<file path="config.mk">
export PLATFORM = sky130hd
export DESIGN_NAME = store_issue
export DESIGN_NICKNAME = d
export VERILOG_FILES = /design/src/rtl/store_issue.sv
export SDC_FILE = /design/constraint.sdc
export NUM_CORES = 1
export LEC_CHECK = 0
export ABC_AREA = 1
export CAP_MARGIN = 40
export CORE_UTILIZATION = 46
export CTS_CLUSTER_DIAMETER = 200
export DETAILED_ROUTE_END_ITERATION = 10
export GPL_TIMING_DRIVEN = 0
export PLACE_DENSITY_LB_ADDON = 0.15
export SLEW_MARGIN = 25
export SYNTH_ARGS = -nofsm -noshare
export SYNTH_HDL_FRONTEND = slang
export SYNTH_SLANG_ARGS = --single-unit
</file>
<file path="constraint.sdc">
create_clock -name clk -period 2.1 [get_ports clk]
set_input_delay 0.315 -clock clk [delete_from_list [all_inputs] [get_ports clk]]
set_output_delay 0.315 -clock clk [all_outputs]
set_load 0.1 [all_outputs]
</file>
<file path="src/rtl/store_issue.sv">
// store_issue: memory-stage store path.
//   Accepts one store (byte/half/word) at a time from the pipeline. It checks the
//   alignment, builds the byte strobes and lane-replicated write data, and runs an
//   addr_ok/data_ok handshake on the data bus. It reports completion or an address
//   error back to the pipeline.
// Ports:
//   clk, resetn                 clock, asynchronous active-low reset
//   req_valid/req_ready         pipeline store handshake (accept = valid & ready & ~flush)
//   req_addr/req_data/req_size  store address, right-aligned data, size (00 B, 01 H, 10 W)
//   flush                       kills the store offered in the same cycle
//   dreq_valid/addr/strobe/data/size  registered bus request
//   dresp_addr_ok/dresp_data_ok bus address-accept / write-complete
//   done, exc_ades, badvaddr    completion pulse, address error, faulting address
//   store_cnt                   count of stores completed on the bus (wraps)
module store_issue #(
  parameter int unsigned CNT_W = 32
) (
  input  logic             clk,
  input  logic             resetn,
  input  logic             req_valid,
  output logic             req_ready,
  input  logic [31:0]      req_addr,
  input  logic [31:0]      req_data,
  input  logic [1:0]       req_size,
  input  logic             flush,
  output logic             dreq_valid,
  output logic [31:0]      dreq_addr,
  output logic [3:0]       dreq_strobe,
  output logic [31:0]      dreq_data,
  output logic [1:0]       dreq_size,
  input  logic             dresp_addr_ok,
  input  logic             dresp_data_ok,
  output logic             done,
  output logic             exc_ades,
  output logic [31:0]      badvaddr,
  output logic [CNT_W-1:0] store_cnt
);

  typedef enum logic [1:0] {S_IDLE, S_ADDR, S_DATA, S_EXC} state_t;

  state_t             state_q, state_d;
  logic [31:0]        addr_q, addr_d;
  logic [3:0]         strobe_q, strobe_d;
  logic [31:0]        data_q, data_d;
  logic [1:0]         size_q, size_d;
  logic               done_q, done_d;
  logic               exc_q, exc_d;
  logic [31:0]        badv_q, badv_d;
  logic [CNT_W-1:0]   cnt_q, cnt_d;

  logic               accept;
  logic               misalign;
  logic [3:0]         strobe_c;
  logic [31:0]        data_c;

  always_comb begin
    accept = req_valid & (state_q == S_IDLE) & ~flush;

    misalign = 1'b0;
    strobe_c = '0;
    data_c   = '0;
    case (req_size)
      2'b00: begin
        strobe_c = 4'b0001 << req_addr[1:0];
        data_c   = {4{req_data[7:0]}};
      end
      2'b01: begin
        misalign = req_addr[0];
        strobe_c = req_addr[1] ? 4'b1100 : 4'b0011;
        data_c   = {2{req_data[15:0]}};
      end
      2'b10: begin
        misalign = |req_addr[1:0];
        strobe_c = 4'b1111;
        data_c   = req_data;
      end
      default: misalign = 1'b1;
    endcase
  end

  always_comb begin
    state_d  = state_q;
    addr_d   = addr_q;
    strobe_d = strobe_q;
    data_d   = data_q;
    size_d   = size_q;
    done_d   = 1'b0;
    exc_d    = 1'b0;
    badv_d   = badv_q;
    cnt_d    = cnt_q;

    case (state_q)
      S_IDLE: begin
        if (accept) begin
          if (misalign) begin
            state_d = S_EXC;
            done_d  = 1'b1;
            exc_d   = 1'b1;
            badv_d  = req_addr;
          end else begin
            state_d  = S_ADDR;
            addr_d   = {req_addr[31:2], 2'b00};
            strobe_d = strobe_c;
            data_d   = data_c;
            size_d   = req_size;
          end
        end
      end
      S_ADDR: begin
        if (dresp_addr_ok) begin
          // Both handshakes in one cycle skip DATA entirely.
          if (dresp_data_ok) begin
            state_d = S_IDLE;
            done_d  = 1'b1;
            cnt_d   = cnt_q + CNT_W'(1);
          end else begin
            state_d = S_DATA;
          end
        end
      end
      S_DATA: begin
        if (dresp_data_ok) begin
          state_d = S_IDLE;
          done_d  = 1'b1;
          cnt_d   = cnt_q + CNT_W'(1);
        end
      end
      default: state_d = S_IDLE; // S_EXC: the done/exc pulse is shown for this one cycle
    endcase
  end

  always_ff @(posedge clk or negedge resetn) begin
    if (!resetn) begin
      state_q  <= S_IDLE;
      addr_q   <= '0;
      strobe_q <= '0;
      data_q   <= '0;
      size_q   <= '0;
      done_q   <= 1'b0;
      exc_q    <= 1'b0;
      badv_q   <= '0;
      cnt_q    <= '0;
    end else begin
      state_q  <= state_d;
      addr_q   <= addr_d;
      strobe_q <= strobe_d;
      data_q   <= data_d;
      size_q   <= size_d;
      done_q   <= done_d;
      exc_q    <= exc_d;
      badv_q   <= badv_d;
      cnt_q    <= cnt_d;
    end
  end

  assign req_ready   = (state_q == S_IDLE);
  assign dreq_valid  = (state_q == S_ADDR);
  assign dreq_addr   = addr_q;
  assign dreq_strobe = strobe_q;
  assign dreq_data   = data_q;
  assign dreq_size   = size_q;
  assign done        = done_q;
  assign exc_ades    = exc_q;
  assign badvaddr    = badv_q;
  assign store_cnt   = cnt_q;

endmodule

</file>
======== Word-level counts from Yosys, hierarchy flattened ========
Index checks and enable logic that the tools add are counted.
word-level totals
  output and inout port bits .............. 138
  register bits ........................... 136
  logic and storage cells ................. 49
operators by class
  reduce and logical (&&, ||, !) cells .... 8
  shift-type cells ........................ 1
  equality and inequality tests ........... 7
  bitwise gates (word level) .............. 4
  add/subtract/negate cells ............... 1
  multiplexer cells ....................... 19
operators with widths
  operator               count
  $pmux 32 s3            1
  $mux 32                2
  $pmux 32 s2            1
  $add 32x1->32 const B  1
  $pmux 4 s3             1
  $mux 2                 5
  $reduce_and 3->1       3
  $pmux 1 s3             2
  $pmux 2 s3             1
  $mux 1                 5
  $eq 2x1->1 const B     2
  $eq 2x2->1 const B     2
  $logic_not 2->1        2
  $mux 4                 1
  $ne 2x1->1 const B     2
  $shl 1x2->4 const A    1
  $and 1x1->1            2
  $ne 2x2->1 const B     1
  $not 1->1              2
  $reduce_and 2->1       1
  $reduce_bool 2->1      1
  $reduce_or 2->1        1

======== Longest topological paths before layout ========
Gate-level depths: netlist (run 1).
  depth after elaboration ................. 5
  mapped depth ............................ 10

======== Worst setup path after synthesis (run 1) ========
OpenSTA, ideal clock, no wires.
  kind .................................... register to register
  from .................................... reg state_q[0]
  to ...................................... reg state_q[1]
  path buffers ............................ 0
  slack ................................... -0.092 ns
  data arrival time ....................... 2.109 ns
  cell stages (with the launch flop) ...... 7
  data required time ...................... 2.017 ns
  library setup time ...................... 0.083 ns
  cell sequence ........................... dfrtp_1 -> inv_1 -> nor2_1 -> nand2_1 -> nand2_1 -> o21ai_0 -> o21ai_0
RTL lines
  element                     RTL line  RTL
  start: declaration          41        state_t state_q, state_d;
  start signal: assignment    144       state_q <= state_d;
  $eq 2x1->1 *                n/a
  via dreq_valid              26        output logic dreq_valid,
  $ne 2x1->1 (no line)        n/a
  $reduce_and 3->1 (no line)  n/a
The timed path passes the listed nets; every way through them passes the cells marked *.
A chain may end at the register's enable or synchronous reset.

======== Final worst setup path (run 1) ========
  from .................................... reg state_q[1]
  to ...................................... out req_ready
on the way
  longest elaborated chain between the ends .. 1
ends and longest elaborated chain
  element           RTL line  RTL
  $logic_not 2->1   156       assign req_ready = (state_q == S_IDLE);
  end: declaration  21        output logic req_ready,
No other way between the ends.

==> results of run 1 <==
-- cells in the mapped netlist (8+ instances only) --
library cell,n,share of area (%)
nand3_1,11,0.91
o21ai_1,45,3.7
nand2_1,253,16
xor2_1,10,1.4
clkbuf_1,8,0.50
nand3b_1,11,1.4
buf_2,13,1.1
nand4_1,8,0.83
o21ai_0,67,5.5
dfrtp_1,136,56
nor2_1,39,2.4
inv_1,87,5.4
-- critical path, delay by kind of cell (launching register included) --
family | cells | cell delay, ps
DFF | 1 | 450
and+or+nand+nor | 1 | 130
buffers and inverters | 2 | 720
-- area by class of cell --
type	instances	area (sq um)
Timing Repair Buffer	348	4660
Sequential cell	136	3410
Multi-Input combinational cell	480	2200
Fill cell	496	1130
Clock buffer	18	439
Inverter	89	334
Tap cell	172	215
Clock inverter	14	198
Buffer	26	136
-- flip-flops by register name (all words and copies together), names as in the netlist --
signal,flops
badvaddr,32
store_cnt,32
dreq_size,2
exc_ades,1
dreq_addr,30
done,1
dreq_data,32
dreq_strobe,4
state_q,2
-- kinds of logic (layout without fill, tap and decap cells) --
logic type               after synthesis  in the layout  synth area share (%)
AO/OA/AOI/OAI                        124            124                  10.5
XOR/XNOR                              16             16                  2.31
adder cells (fa/ha/maj)                1              1                 0.206
buffers and inverters                115            495                  7.76
flip-flops                           136            136                  56.2
other                                  1              2                0.0619
AND/OR/NAND/NOR                      337            337                  23.0
-- per-layer routing --
metal | global-route usage (%) | share of wire (%) | routed length (um)
met1 | 44.1 | 36 | 9320
met2 | 69.2 | 51 | 13400
met3 | 11.3 | 7.2 | 1900
met4 | 25.5 | 5.7 | 1490
met5 | 0 | 0.054 | 14
-- cell usage in the layout, fill, tap and decap left out, drive strengths merged --
cell type / synthesis / routed
clkinv: 0 / 3
nand3b: 11 / 11
dfrtp: 136 / 136
nand2: 254 / 254
and2: 1 / 1
xnor2: 6 / 6
bufinv: 0 / 4
a21oi: 3 / 3
buf: 18 / 161
nand4: 8 / 8
nor3: 5 / 5
conb: 1 / 2
xor2: 10 / 10
inv: 89 / 91
o21bai: 3 / 3
ha: 1 / 1
dlygate4sd3: 0 / 1
a31oi: 4 / 4
clkinvlp: 0 / 5
clkbuf: 8 / 26
nor2: 47 / 47
o21ai: 113 / 113
nand3: 11 / 11
o21a: 1 / 1
clkdlybuf4s50: 0 / 204
-- through the flow --
stage	util [%]	instances
floorplan	-	731
global placement	65.6	1109
detailed placement	85.7	1246
CTS	90.8	1279
global route	91.1	1283
finish	91.1	1283
-- final timing paths --
| check | startpoint | end | slack [ps] | cells past startpoint |
|---|---|---|---|---|
| hold / removal | req_size[0] | dreq_size[0] | 290 | 3 |
| max in group asynchronous | resetn | store_cnt[31] | 960 | 3 |
| min in group asynchronous | resetn | badvaddr[13] | 370 | 2 |
| setup reg to reg | state_q[1] | badvaddr[16] | 130 | 8 |
| setup / recovery | state_q[1] | req_ready | 40 | 3 |
| hold reg to reg | dreq_data[13] | dreq_data[13] | 480 | 2 |
-- what timing repair did --
action                     in CTS  in global routing
pin swaps                       1                  1
buffers inserted                1                  4
hold buffers                    1                  0
gates resized for setup         4                  4
hold endpoints to repair       45                  0
setup endpoints to repair       2                  8
==> impl_metrics.toml, run 1 <==
[sta]
max_freq_mhz = 486
tightest_slew_ps = 780
rsz0062_at_grt = "no"
drv_slew = 0
fin_setup_tns_ps = 0
relSlewSlack_pct = 47.6
setup_ws_ps = 42.6
timing.final.crit_share_pct = 98.0
fin_skew_ps = 7.01
holdWs_ps = 285
finalHoldViolCount = 0
period_needed_ps = 2060
setup_viol = 0

[route]
dr.first_iter.drc_count = 505
wl_per_cell_um = 20.4
firstDrtPassIters = 5
vias = 6895
route.antenna.remaining_nets = 0
viasPerCell = 5.37
routed_wirelength_mm = 26.2
drc = 0

[worst_setup_path]
max_stage_delay_ps = 540
cp_slowest_cell = "clkdlybuf4s50_1"
path_max_fanout = 5
path_cells = "nor2_4 -> clkdlybuf4s50_1 -> buf_12"
crit_required_ps = 1780
path_class = "register to primary output"
worstSetupStartpointType = "register"
arrival_ps = 1740
end_kind = "primary output"

[job]
drv_cap = 0

[synthesis]
ys_types = 28
seq_area_frac_synth_pct = 56.2
ys_async_sr_fraction_pct = 100
synthCells = 730
ys_warn_count = 0
ys_ff_latch = 136
syn_avg_cell_area_sq_um = 8.30
syn-cell-area_sq_um = 6060
synthFlopType = "dfrtp_1"
synth_edf_count = 0

[global_route]
overflow = 0
grt_start_max_net_pins = 92
antenna_found_initial = 1
grtUsageTotal_pct = 40.3
grt_pass1_vias = 7276
grt_pass1_wl_mm = 39.9

[floorplanning]
die_w_um = 117
dieArea_sq_um = 13600
num_rows = 41
ioPinCount = 210
core-area_sq_um = 12700
fp.dieH_um = 117
initial_core_util_pct = 47.6

[clock_tree]
cts_root_buf = "clkbuf_16"
cts_tree = "done"
clockBufferDepth = 2
cts_buffers = 17
clk_latency_ps = 440
clk_pin_slew_ps = 60
htreeDepth = 4
clock-sinks = 136

[placed_design]
gp_congestion = 0.862
place_area_sq_um = 10900
hpwl_mm = 17.9
place_ws_ps = -294
port_buffers = 206

[final_layout]
area_growth_pct = 91.3
fin_nets = 1171
drive_gt1_share_pct = 19.2
final_cell_area_sq_um = 11600
diodes = 0

[worst_hold_path]
min_path_type = "primary input to register"

[status]
status = "finished, final reports clean"
Power of run 1 is left out: the tool's default activity adds up to more than one toggle a clock period on the data nets, which glitch-free logic cannot reach.
==> run 2: changes to the inputs <==
--- a/config.mk
+++ b/config.mk
@@ -7,10 +7,12 @@
 export LEC_CHECK = 0
 export ABC_AREA = 1
 export CAP_MARGIN = 40
+export CORE_MARGIN = 10
 export CORE_UTILIZATION = 46
 export CTS_CLUSTER_DIAMETER = 200
 export DETAILED_ROUTE_END_ITERATION = 10
 export GPL_TIMING_DRIVEN = 0
+export HOLD_SLACK_MARGIN = 0.1
 export PLACE_DENSITY_LB_ADDON = 0.15
 export SLEW_MARGIN = 25
 export SYNTH_ARGS = -nofsm -noshare
==> run 2 against run 1 <==
Maximum frequency decreased by 2.0%. Sequential share of layout area shrank 0.66 points. Critical endpoint is now dreq_addr[13]. Core utilization increased by 1.7 points.
==> impl_metrics.toml, run 2 (synthesized netlist as in run 1, its figures left out) <==
[sta]
relSlewSlack_pct = 48.0
tightest_slew_ps = 774
holdWs_ps = 253
setup_viol = 0
fin_skew_ps = 5.85
finalHoldViolCount = 0
period_needed_ps = 2100
fin_setup_tns_ps = 0
drv_slew = 0
timing.final.crit_share_pct = 100
max_freq_mhz = 476

[worst_setup_path]
crit_required_ps = 2410
path_class = "register to register"
reg2reg_from = "state_q[1]"
path_max_fanout = 10
worstSetupStartpointType = "register"
end_kind = "register"
arrival_ps = 2410
crit_start = "state_q[1]"

[route]
dr.first_iter.drc_count = 782
wl_per_cell_um = 22.9
routed_wirelength_mm = 29.3
wl_met3_mm = 2.47
dr_wl_met2_mm = 14.5
drc = 0
vias = 7037
top_layer = "met4"
viasPerCell = 5.49
met1Wirelength_mm = 10.4
firstDrtPassIters = 7
route.antenna.remaining_nets = 0

[clock_tree]
clk_latency_ps = 430
cts_buffers = 17
clockBufferDepth = 2
cts_tree = "done"
htreeDepth = 4
cts_root_buf = "clkbuf_16"
clock-sinks = 136
clk_pin_slew_ps = 60

[placed_design]
place_area_sq_um = 11200
gp_congestion = 0.843
port_buffers = 206
hpwl_mm = 20.7

[final_layout]
final_cell_area_sq_um = 11900
layout_commonest_cell = "nand2_1"
fin_nets = 1167
final_cell_mix = "nand2_1, clkdlybuf4s50_1, dfrtp_1, inv_1, buf_8"
drive_gt1_share_pct = 18.8
area_growth_pct = 95.7

[floorplanning]
fp.dieH_um = 135
ioPinCount = 210
num_rows = 41
die_w_um = 135
dieArea_sq_um = 18200
core-area_sq_um = 12800
initial_core_util_pct = 47.4

[global_route]
antenna_found_initial = 2
grt_pass1_vias = 7601
grt_start_max_net_pins = 91
grtUsageTotal_pct = 32.4
grt_pass1_wl_mm = 44.9
overflow = 0

[worst_hold_path]
min_path_type = "primary input to register"
hold_path_startpoint = "req_size[0]"

[job]
drv_cap = 0

[status]
status = "finished, final reports clean"
==> run 2: changes by cell type in the layout (fill, tap and decap cells not counted), moves of 2 or more <==
cell	delta
buf_4	-3
buf_8	-27
buf_16	+27
o21ai_1	+2
diode_2	+2
o21ai_2	-2
==> run 2: cell type report <==
type / instances / area [sq um]
multi-input combinational: 480 / 2190
antenna: 2 / 5.00
sequential: 136 / 3410
buffer: 26 / 138
clock inverter: 14 / 175
tap: 172 / 215
timing repair buffer: 344 / 4960
inverter: 89 / 334
clock buffer: 18 / 429
fill: 420 / 910
==> run 2: per-layer routing <==
layer	GRT usage (%)	vias up
li1	-	3011
met1	34.6	3399
met2	55.9	486
met3	8.35	141
met4	20.6	0
met5	0	-
==> run 2: worst max-delay path, cell delays in order, from the launching register on <==
cell,delay [ps]
dfrtp_2,480
nor2_4,210
nand2_1,90
nor2_2,190
inv_2,90
nor2_4,180
inv_2,110
clkbuf_1,290
o21ai_1,340
==> run 2: path summary, 6_finish.rpt <==
path,end,slack [ps],cells after the start
setup / recovery,dreq_addr[13],0.6,8
hold / removal,dreq_size[0],250,3
setup reg to reg,dreq_addr[13],0.6,8
hold reg to reg,dreq_data[22],470,2
max in group asynchronous,store_cnt[20],930,3
min in group asynchronous,dreq_addr[14],390,2
==> run 2: timing repair <==
action,4_1_cts,5_1_grt
gates resized for setup,4,4
setup buffers,1,1
hold buffers,1,0
pin swaps,1,1
setup endpoints to repair,2,6
endpoints found under the hold margin,46,0
==> run 2: metrics by stage <==
step	setup slack [ps]	utilization, %	instances
floorplan	102	-	731
global placement	-5290	65.3	1109
detailed placement	-307	88.0	1246
CTS	24.2	92.8	1278
global route	-83.5	92.9	1281
finish	0.596	92.9	1281
Power of run 2 is left out for the same reason.
==> run 3: changes to the inputs <==
--- a/config.mk
+++ b/config.mk
@@ -11,7 +11,6 @@
 export CORE_UTILIZATION = 46
 export CTS_CLUSTER_DIAMETER = 200
 export DETAILED_ROUTE_END_ITERATION = 10
-export GPL_TIMING_DRIVEN = 0
 export HOLD_SLACK_MARGIN = 0.1
 export PLACE_DENSITY_LB_ADDON = 0.15
 export SLEW_MARGIN = 25
==> run 3 against run 2 <==
Via count shrank 22%. Worst hold slack better by 210 ps. Critical path depth increased by 1. Sequential share of layout area increased by 10 points. Design area shrank 27%. Maximum frequency grew 23%. Setup slack better by 390 ps. Global-route usage shrank 12 points. First-iteration DRC count is 56% lower. Final cell count decreased by 12%. Largest cell class is now flip-flops and latches.
==> impl_metrics.toml, run 3 (synthesized netlist as in run 1, its figures left out) <==
[global_route]
grt_pass1_wl_mm = 29.3
grtUsageTotal_pct = 20.1
grt_start_max_net_pins = 84
top_usage_layer = "met2"
overflow = 0
met3_usage_pct = 8.31
grt_pass1_vias = 5610
grtUsageMet1_pct = 24.2
antenna_found_initial = 1
met2_usage_pct = 31.5

[clock_tree]
clockBufferDepth = 2
clock-sinks = 136
cts_root_buf = "clkbuf_16"
cts_buffers = 17
htreeDepth = 4
clk_latency_ps = 420
cts_resized = 0
clk_pin_slew_ps = 60
cts_hold_buf = 1
cts_tree = "done"
post-cts-setup-buffer-count = 0

[worst_setup_path]
worstSetupStartpointType = "register"
path_class = "register to register"
regToRegEndpoint = "dreq_addr[23]"
cp_slowest_cell = "dfrtp_1"
max_stage_delay_ps = 440
arrival_ps = 1990
rr_worst_depth = 9
path_cells = "nor2_4 -> nand2_1 -> nor2_2 -> inv_2 -> nor2_4 -> clkinv_2 -> buf_12 -> nand2_1 -> o21ai_1"
reg2reg_from = "state_q[0]"
cpLargestDelayFamily = "simple AND/OR/NAND/NOR gates"
r2r_slack_ps = 390
crit_buf_inv = 3
end_kind = "register"
crit_required_ps = 2390
path_max_fanout = 83

[floorplanning]
die_w_um = 135
initial_core_util_pct = 47.4
fp.dieH_um = 135
ioPinCount = 210
core-area_sq_um = 12800
dieArea_sq_um = 18200
num_rows = 41

[sta]
max_freq_mhz = 586
fin_skew_ps = 10.2
period_needed_ps = 1710
drv_slew = 0
rsz0062_at_grt = "no"
setup_viol = 0
timing.final.crit_share_pct = 81.2
fin_setup_tns_ps = 0
relSlewSlack_pct = 59.8
finalHoldViolCount = 0
tightest_slew_ps = 598

[route]
dr.first_iter.drc_count = 345
routed_wirelength_mm = 18.1
viasPerCell = 4.85
firstDrtPassIters = 4
vias = 5490
wl_per_cell_um = 16.0
drc = 0
route.antenna.remaining_nets = 0

[final_layout]
final_cell_mix = "nand2_1, buf_4, dfrtp_1, inv_1, clkdlybuf4s50_1"
layout_commonest_cell = "nand2_1"
fin_nets = 1019
diodes = 0
drive_gt1_share_pct = 20.6
area_growth_pct = 43.4

[placed_design]
hpwl_mm = 13.6
port_buffers = 207
gp_congestion = 0.899

[worst_hold_path]
min_path_type = "primary input to async pin"

[status]
status = "finished, final reports clean"

[job]
drv_cap = 0
==> run 3: cell type report <==
cell class	count	area (sq um)
Sequential cell	136	3410
Tap cell	172	215
Clock buffer	20	457
Clock inverter	12	174
Inverter	89	335
Multi-Input combinational cell	480	2200
Timing Repair Buffer	222	1910
Fill cell	1076	4080
==> run 3: per-stage QoR <==
stage	worst slack (ps)	instance area (sq um)	hold slack (ps)	cells	utilization, %
4_1_cts	377	8690	453	1131	68.0
3_3_place_gp	126	8050	365	1098	63.0
6_report	394	8690	465	1131	68.0
2_1_floorplan	102	6070	19.4	731	-
3_5_place_dp	58.6	8050	373	1098	63.0
5_1_grt	237	8690	471	1131	68.0
==> run 3: worst reg2reg max path, cell delays in order, from the launching register on <==
cell,delay (ps)
dfrtp_1,440
nor2_4,210
nand2_1,80
nor2_2,160
inv_2,70
nor2_4,100
clkinv_2,80
buf_12,200
nand2_1,160
o21ai_1,70
==> run 3: worst max path at each step <==
stage | start | endpoint | slack [ps] | cells past startpoint
floorplan | state_q[0] | dreq_addr[10] | 100 | 10
global placement | req_size[1] | dreq_data[31] | 130 | 8
detailed placement | req_size[1] | dreq_data[27] | 60 | 9
CTS | state_q[0] | dreq_valid | 380 | 3
global route | state_q[0] | dreq_data[0] | 240 | 9
finish | state_q[0] | dreq_addr[23] | 390 | 9
==> run 3: per-layer routing <==
metal / wire [um] / part of all wire (%) / vias up
li1: - / - / 2726
met1: 7470 / 41 / 2545
met2: 8490 / 47 / 183
met3: 1740 / 9.6 / 34
met4: 376 / 2.1 / 2
met5: 12 / 0.066 / -
Power of run 3 is left out for the same reason.
